--- config.mk ---
export PLATFORM = sky130hd
export DESIGN_NAME = camera_pack
export DESIGN_NICKNAME = d
export VERILOG_FILES = /design/src/rtl/camera_pack.sv
export SDC_FILE = /design/constraint.sdc
export NUM_CORES = 1
export LEC_CHECK = 0
export ABC_AREA = 1
export CAP_MARGIN = 0
export CORE_MARGIN = 10
export CORE_UTILIZATION = 40
export CTS_CLUSTER_DIAMETER = 40
export CTS_CLUSTER_SIZE = 20
export DETAILED_ROUTE_END_ITERATION = 10
export GPL_TIMING_DRIVEN = 0
export PLACE_DENSITY_LB_ADDON = 0.15
export SYNTH_ARGS = -nofsm -noshare
export SYNTH_HDL_FRONTEND = slang
export SYNTH_SLANG_ARGS = --single-unit
--- constraint.sdc ---
create_clock -name p_clk -period 12.1 [get_ports p_clk]
set_clock_uncertainty 0.05 [all_clocks]
set_input_delay 1.815 -clock p_clk [delete_from_list [all_inputs] [get_ports p_clk]]
set_output_delay 1.815 -clock p_clk [all_outputs]
set_load 0.05 [all_outputs]
--- src/rtl/camera_pack.sv ---
// camera_pack
//   Capture-side packer in the camera pixel clock domain. Samples the 8-bit
//   camera bus framed by vsync/href and packs 16 bytes (8 RGB565 pixels) into
//   one 128-bit word. Each word is tagged with its SDRAM word address, the HDR
//   exposure buffer index (rotating 0->1->2->0) and a last-word flag.
//
//   Ports
//     p_clk        in   1    camera pixel clock (only clock)
//     rst          in   1    asynchronous, active-high reset
//     cam_data     in   8    camera data byte
//     vsync        in   1    frame sync, high during vertical blank
//     href         in   1    line valid, high while cam_data is active
//     capture_en   in   1    capture enable, sampled when vertical blank ends
//     p_data       out  128  packed word, byte 0 (first received) in [7:0]
//     wr_address   out  25   SDRAM word address of p_data
//     change_frame out  2    buffer index (0..2) of the emitted word
//     frame_done   out  1    high with the last word of a frame
//     data_valid   out  1    single-cycle strobe qualifying the outputs above
//     frame_err    out  1    sticky short/long frame flag, cleared by rst
//
//   Build option
//     CAMERA_PACK_TEST_PATTERN_EN : replace cam_data with an 8-bit byte
//     counter that restarts at 0 at the end of every vertical blank.

module camera_pack #(
   parameter int unsigned H_ACTIVE     = 640,
   parameter int unsigned V_ACTIVE     = 480,
   parameter int unsigned FRAME_WORDS  = H_ACTIVE * V_ACTIVE * 2 / 16,
   parameter logic [24:0] FRAME_STRIDE = 25'h0010000,
   parameter logic [24:0] BASE_ADDR    = 25'h0000000
) (
   input  logic         p_clk,
   input  logic         rst,
   input  logic [7:0]   cam_data,
   input  logic         vsync,
   input  logic         href,
   input  logic         capture_en,
   output logic [127:0] p_data,
   output logic [24:0]  wr_address,
   output logic [1:0]   change_frame,
   output logic         frame_done,
   output logic         data_valid,
   output logic         frame_err
);

   localparam logic [16:0] FULL_WORDS = 17'(FRAME_WORDS);
   localparam logic [16:0] LAST_WORD  = 17'(FRAME_WORDS - 1);

   typedef enum logic [1:0] {
      S_SYNC,
      S_VBLANK,
      S_SKIP,
      S_ACTIVE
   } state_t;

   state_t       state_q;
   logic [3:0]   byte_cnt_q;
   logic [16:0]  word_cnt_q;
   logic [16:0]  word_cnt_d;
   logic [127:0] word_q;          // assembly buffer for the word in progress
   logic [127:0] word_d;          // buffer with the current byte merged in
   logic [1:0]   buf_idx_q;       // buffer the frame being captured writes to
   logic [127:0] p_data_q;
   logic [24:0]  wr_address_q;
   logic [1:0]   change_frame_q;
   logic         frame_done_q;
   logic         data_valid_q;
   logic         frame_err_q;

   logic [7:0]   byte_in;
   logic         byte_take;
   logic         word_full;
   logic         word_emit;
   logic [24:0]  frame_base;

`ifdef CAMERA_PACK_TEST_PATTERN_EN
   logic [7:0] pat_cnt_q;
   logic       unused_cam_data;

   assign unused_cam_data = ^cam_data;
   assign byte_in         = pat_cnt_q;

   // Counts accepted bytes only, so word j always holds bytes 16j..16j+15.
   always_ff @(posedge p_clk or posedge rst) begin
      if (rst) begin
         pat_cnt_q <= '0;
      end else if (state_q == S_VBLANK && !vsync) begin
         pat_cnt_q <= '0;
      end else if (byte_take) begin
         pat_cnt_q <= pat_cnt_q + 8'd1;
      end
   end
`else
   assign byte_in = cam_data;
`endif

   assign byte_take  = (state_q == S_ACTIVE) && href;
   assign word_full  = byte_take && (byte_cnt_q == 4'd15);
   assign word_emit  = word_full && (word_cnt_q < FULL_WORDS);
   // Word count including a word completing this cycle; the end-of-frame
   // check must see it when vsync rises together with the 16th byte.
   assign word_cnt_d = word_emit ? word_cnt_q + 17'd1 : word_cnt_q;
   assign frame_base = BASE_ADDR + FRAME_STRIDE * {23'd0, buf_idx_q};

   genvar gi;
   generate
      for (gi = 0; gi < 16; gi++) begin : g_slot
         assign word_d[8*gi +: 8] = (byte_cnt_q == 4'(gi)) ? byte_in : word_q[8*gi +: 8];
      end
   endgenerate

   always_ff @(posedge p_clk or posedge rst) begin
      if (rst) begin
         state_q        <= S_SYNC;
         byte_cnt_q     <= '0;
         word_cnt_q     <= '0;
         word_q         <= '0;
         buf_idx_q      <= '0;
         p_data_q       <= '0;
         wr_address_q   <= '0;
         change_frame_q <= '0;
         frame_done_q   <= 1'b0;
         data_valid_q   <= 1'b0;
         frame_err_q    <= 1'b0;
      end else begin
         data_valid_q <= 1'b0;
         frame_done_q <= 1'b0;
         case (state_q)
            S_SYNC: begin
               // Never start mid-frame: wait for a vertical blank first.
               if (vsync) state_q <= S_VBLANK;
            end
            S_VBLANK: begin
               byte_cnt_q <= '0;
               word_cnt_q <= '0;
               if (!vsync) state_q <= capture_en ? S_ACTIVE : S_SKIP;
            end
            S_SKIP: begin
               if (vsync) state_q <= S_VBLANK;
            end
            S_ACTIVE: begin
               if (byte_take) begin
                  word_q     <= word_d;
                  byte_cnt_q <= byte_cnt_q + 4'd1;
               end
               if (word_emit) begin
                  data_valid_q   <= 1'b1;
                  p_data_q       <= word_d;
                  wr_address_q   <= frame_base + {8'd0, word_cnt_q};
                  change_frame_q <= buf_idx_q;
                  frame_done_q   <= (word_cnt_q == LAST_WORD);
                  // Rotate for the next frame; this word keeps the old index.
                  if (word_cnt_q == LAST_WORD) begin
                     buf_idx_q <= (buf_idx_q == 2'd2) ? 2'd0 : buf_idx_q + 2'd1;
                  end
               end else if (word_full) begin
                  frame_err_q <= 1'b1;    // word beyond the end of the frame
               end
               word_cnt_q <= word_cnt_d;
               if (vsync) begin
                  if (word_cnt_d != FULL_WORDS) frame_err_q <= 1'b1;
                  state_q <= S_VBLANK;
               end
            end
            default: state_q <= S_SYNC;
         endcase
      end
   end

   assign p_data       = p_data_q;
   assign wr_address   = wr_address_q;
   assign change_frame = change_frame_q;
   assign frame_done   = frame_done_q;
   assign data_valid   = data_valid_q;
   assign frame_err    = frame_err_q;

endmodule

==> metrics.yaml <==
synth:
  postSynthCellCount: 1717
  syn-cell-area_um2: 13500
  yosysWarnings: 0
  synth-seq-area-share: 0.567
  ys_ff_latch: 305
  synth.distinct_cells: 28
  avgSynthCellArea_um2: 7.83
die:
  rows: 67
  start_util: 0.403
  dieArea_um2: 41400
  die_width_um: 203
  die_h_um: 203
  core_um2: 33400
  pin_count: 171
detailed_routing:
  post_drt_wl_per_cell_um: 16.4
  ant_nets: 0
  routed-via-count: 11800
  drt_pre_antenna_iters: 5
  routed_wl_um: 39600
  routed_via_density: 4.87
  drt_iter0_drc: 919
  drc: 0
clocking:
  ctsHtreeMaxLevel: 2
  cts_tree: "built"
  clock_latency_ps: 540
  cts_buffer_depth: 3
  clk_pin_slew_ps: 50
  cts-root-buf: "clkbuf_16"
  post_cts_resized: 0
  ctsHoldBuffers: 0
  clock_sinks: 305
  post-cts-setup-buffers: 0
  cts_buffers: 44
setup_path:
  worst_path_most_repeated_cell: "clkbuf_1"
  reg2reg_depth: 8
  arrival_ps: 4140
  cp-end-kind: "flop"
  crit_family: "buffers and inverters"
  cp_cell_sequence: "clkdlybuf4s50_1 -> nand3_1 -> nor2_4 -> nand2_2 -> buf_6 -> clkbuf_1 -> clkbuf_1 -> o21ai_0"
  r2r_end: "change_frame[1]"
  critPathSlowestCell: "clkbuf_1"
  cp_num_buf_inv: 4
  start_kind: "primary input"
  reg2reg_from: "byte_cnt_q[0]"
  path_max_fanout: 10
  cpPeakStageDelay_ps: 610
  crit_type: "primary input to flop"
  crit_required_ps: 12440
  r2r_slack_ps: 9370
layout:
  syn2layout_area_growth_pct: 28.2
  nNetsFinal: 1954
  final_cell_mix: "nand2_1 (981), dfrtp_1 (305), o21ai_0 (174)"
  final_common_cell: "nand2_1"
  multi_input_area_um2: 5230
  drive_above_1_share: 0.0615
  instances_no_fill: 2416
  regArea_um2: 7630
  nFillCells: 3268
  antennaDiodeCount: 0
place:
  dp_slack_ps: 7700
  place.detailed.hpwl_um: 26700
  placedCellCount: 2336
  portBuffers: 164
  gp_congestion: 0.860
timing:
  max_freq_mhz: 263
  setup_viol: 0
  finalSetupTns_ps: 0
  finalCriticalPeriod_ps: 3800
  fin_ws_ps: 8300
  slew_headroom: 0.439
  hold_viol_final: 0
  worst_pin_slew_ps: 842
  rsz0062_at_grt: "no"
  slew_violations: 0
  finalCritPeriodShare: 0.314
  hold_ws_ps: 423
global_route:
  grt_pass1_wl_um: 63800
  antenna_found_initial: 0
  overflow: 0
  grt_max_degree: 111
  grt_pass1_vias: 11800
  grt_usage: 0.190
run:
  cap_violations: 0
worst_hold_path:
  hold_start: "frame_err"
  min_to: "frame_err"
  min_path_type: "flop to flop"
  hold_depth: 2
run_status:
  status: "completed"
power:
  p_comb_frac: 0.121
  p_clk_frac: 0.453
  powerDensity_nw_per_um2: 166
  internal_power_mw: 2.07
  seqPwrFrac: 0.425
  peakVddDrop_uv: 93.4
  swShare: 0.274
  power.leakage_nw: 8.71
  switching_power_uw: 783
  fin_total_pwr_mw: 2.86
==> metal layers <==
metal  up-vias  share of wire  GRT usage
met1      5654           0.46      0.250
li1       5815              -          -
met3        61          0.047     0.0355
met4         0          0.020     0.0536
met5         -              0          0
met2       241           0.48      0.314
==> area by class of cell <==
class | instances | area share
flip-flops and latches | 305 | 0.443
multi-input cells | 1271 | 0.303
repair buffers | 166 | 0.0984
clock buffers | 57 | 0.0732
well taps | 448 | 0.0325
plain buffers | 97 | 0.0248
clock inverters | 23 | 0.0144
inverters | 49 | 0.0111
==> state kept, by name (all words and copies together), names as in the netlist <==
register / flops
p_data: 128
state_q: 2
byte_cnt_q: 4
change_frame: 2
frame_err: 1
data_valid: 1
word_q: 128
frame_done: 1
wr_address: 19
buf_idx_q: 2
word_cnt_q: 17
==> kinds of logic after synthesis <==
logic type / after synthesis / synth area share
and+or+nand+nor: 1056 / 0.303
DFF: 305 / 0.567
AOI/OAI and AO/OA: 199 / 0.0753
buffers and inverters: 146 / 0.0455
adders and majority gates: 7 / 0.00651
xor gates and xnor gates: 3 / 0.00195
other: 1 / 0.000279
==> synth_stat cells, drive strengths merged <==
master / n / area [um2]
clkbuf: 58 / 218
nor2: 33 / 156
nand2: 984 / 3710
a211o: 1 / 8.76
buf: 39 / 210
nand3: 28 / 140
clkinv: 2 / 7.51
xor2: 3 / 26.3
inv: 47 / 176
nor4: 1 / 12.5
ha: 7 / 87.6
nand4: 8 / 50.1
o22ai: 9 / 56.3
dfrtp: 305 / 7630
o211ai: 1 / 7.51
o21ai: 177 / 886
nor3: 2 / 10.0
a21oi: 11 / 55.1
conb: 1 / 3.75
==> worst min-delay path: stages (launching register included) <==
cell and delay (ps):
dfrtp_1 340, inv_1 40, nand2_1 60
==> worst max-delay path by stage <==
stage / from / end / depth (start not counted)
after global routing: href / change_frame[1] / 8
after global placement: rst / p_data[83] / 2
final: href / change_frame[1] / 8
after floorplan: rst / buf_idx_q[0] / 1
after CTS: href / change_frame[1] / 8
after detailed placement: href / change_frame[1] / 8
==> power by group through the flow <==
| stage | sequential [mW] | clock [mW] | combinational (mW) |
|---|---|---|---|
| floorplan | 1.21 | 0 | 0.264 |
| global placement | 1.23 | 0 | 0.334 |
| detailed placement | 1.23 | 0 | 0.347 |
| CTS | 1.21 | 1.32 | 0.349 |
| global route | 1.23 | 1.37 | 0.404 |
| finish | 1.22 | 1.29 | 0.347 |
==> stage by stage <==
step / util / cell area [um2]
CTS: 0.517 / 17200
global placement: 0.470 / 15700
finish: 0.517 / 17200
global route: 0.517 / 17200
detailed placement: 0.472 / 15700
floorplan: - / 13500
Note: power is estimated with default switching activity, not from simulation.
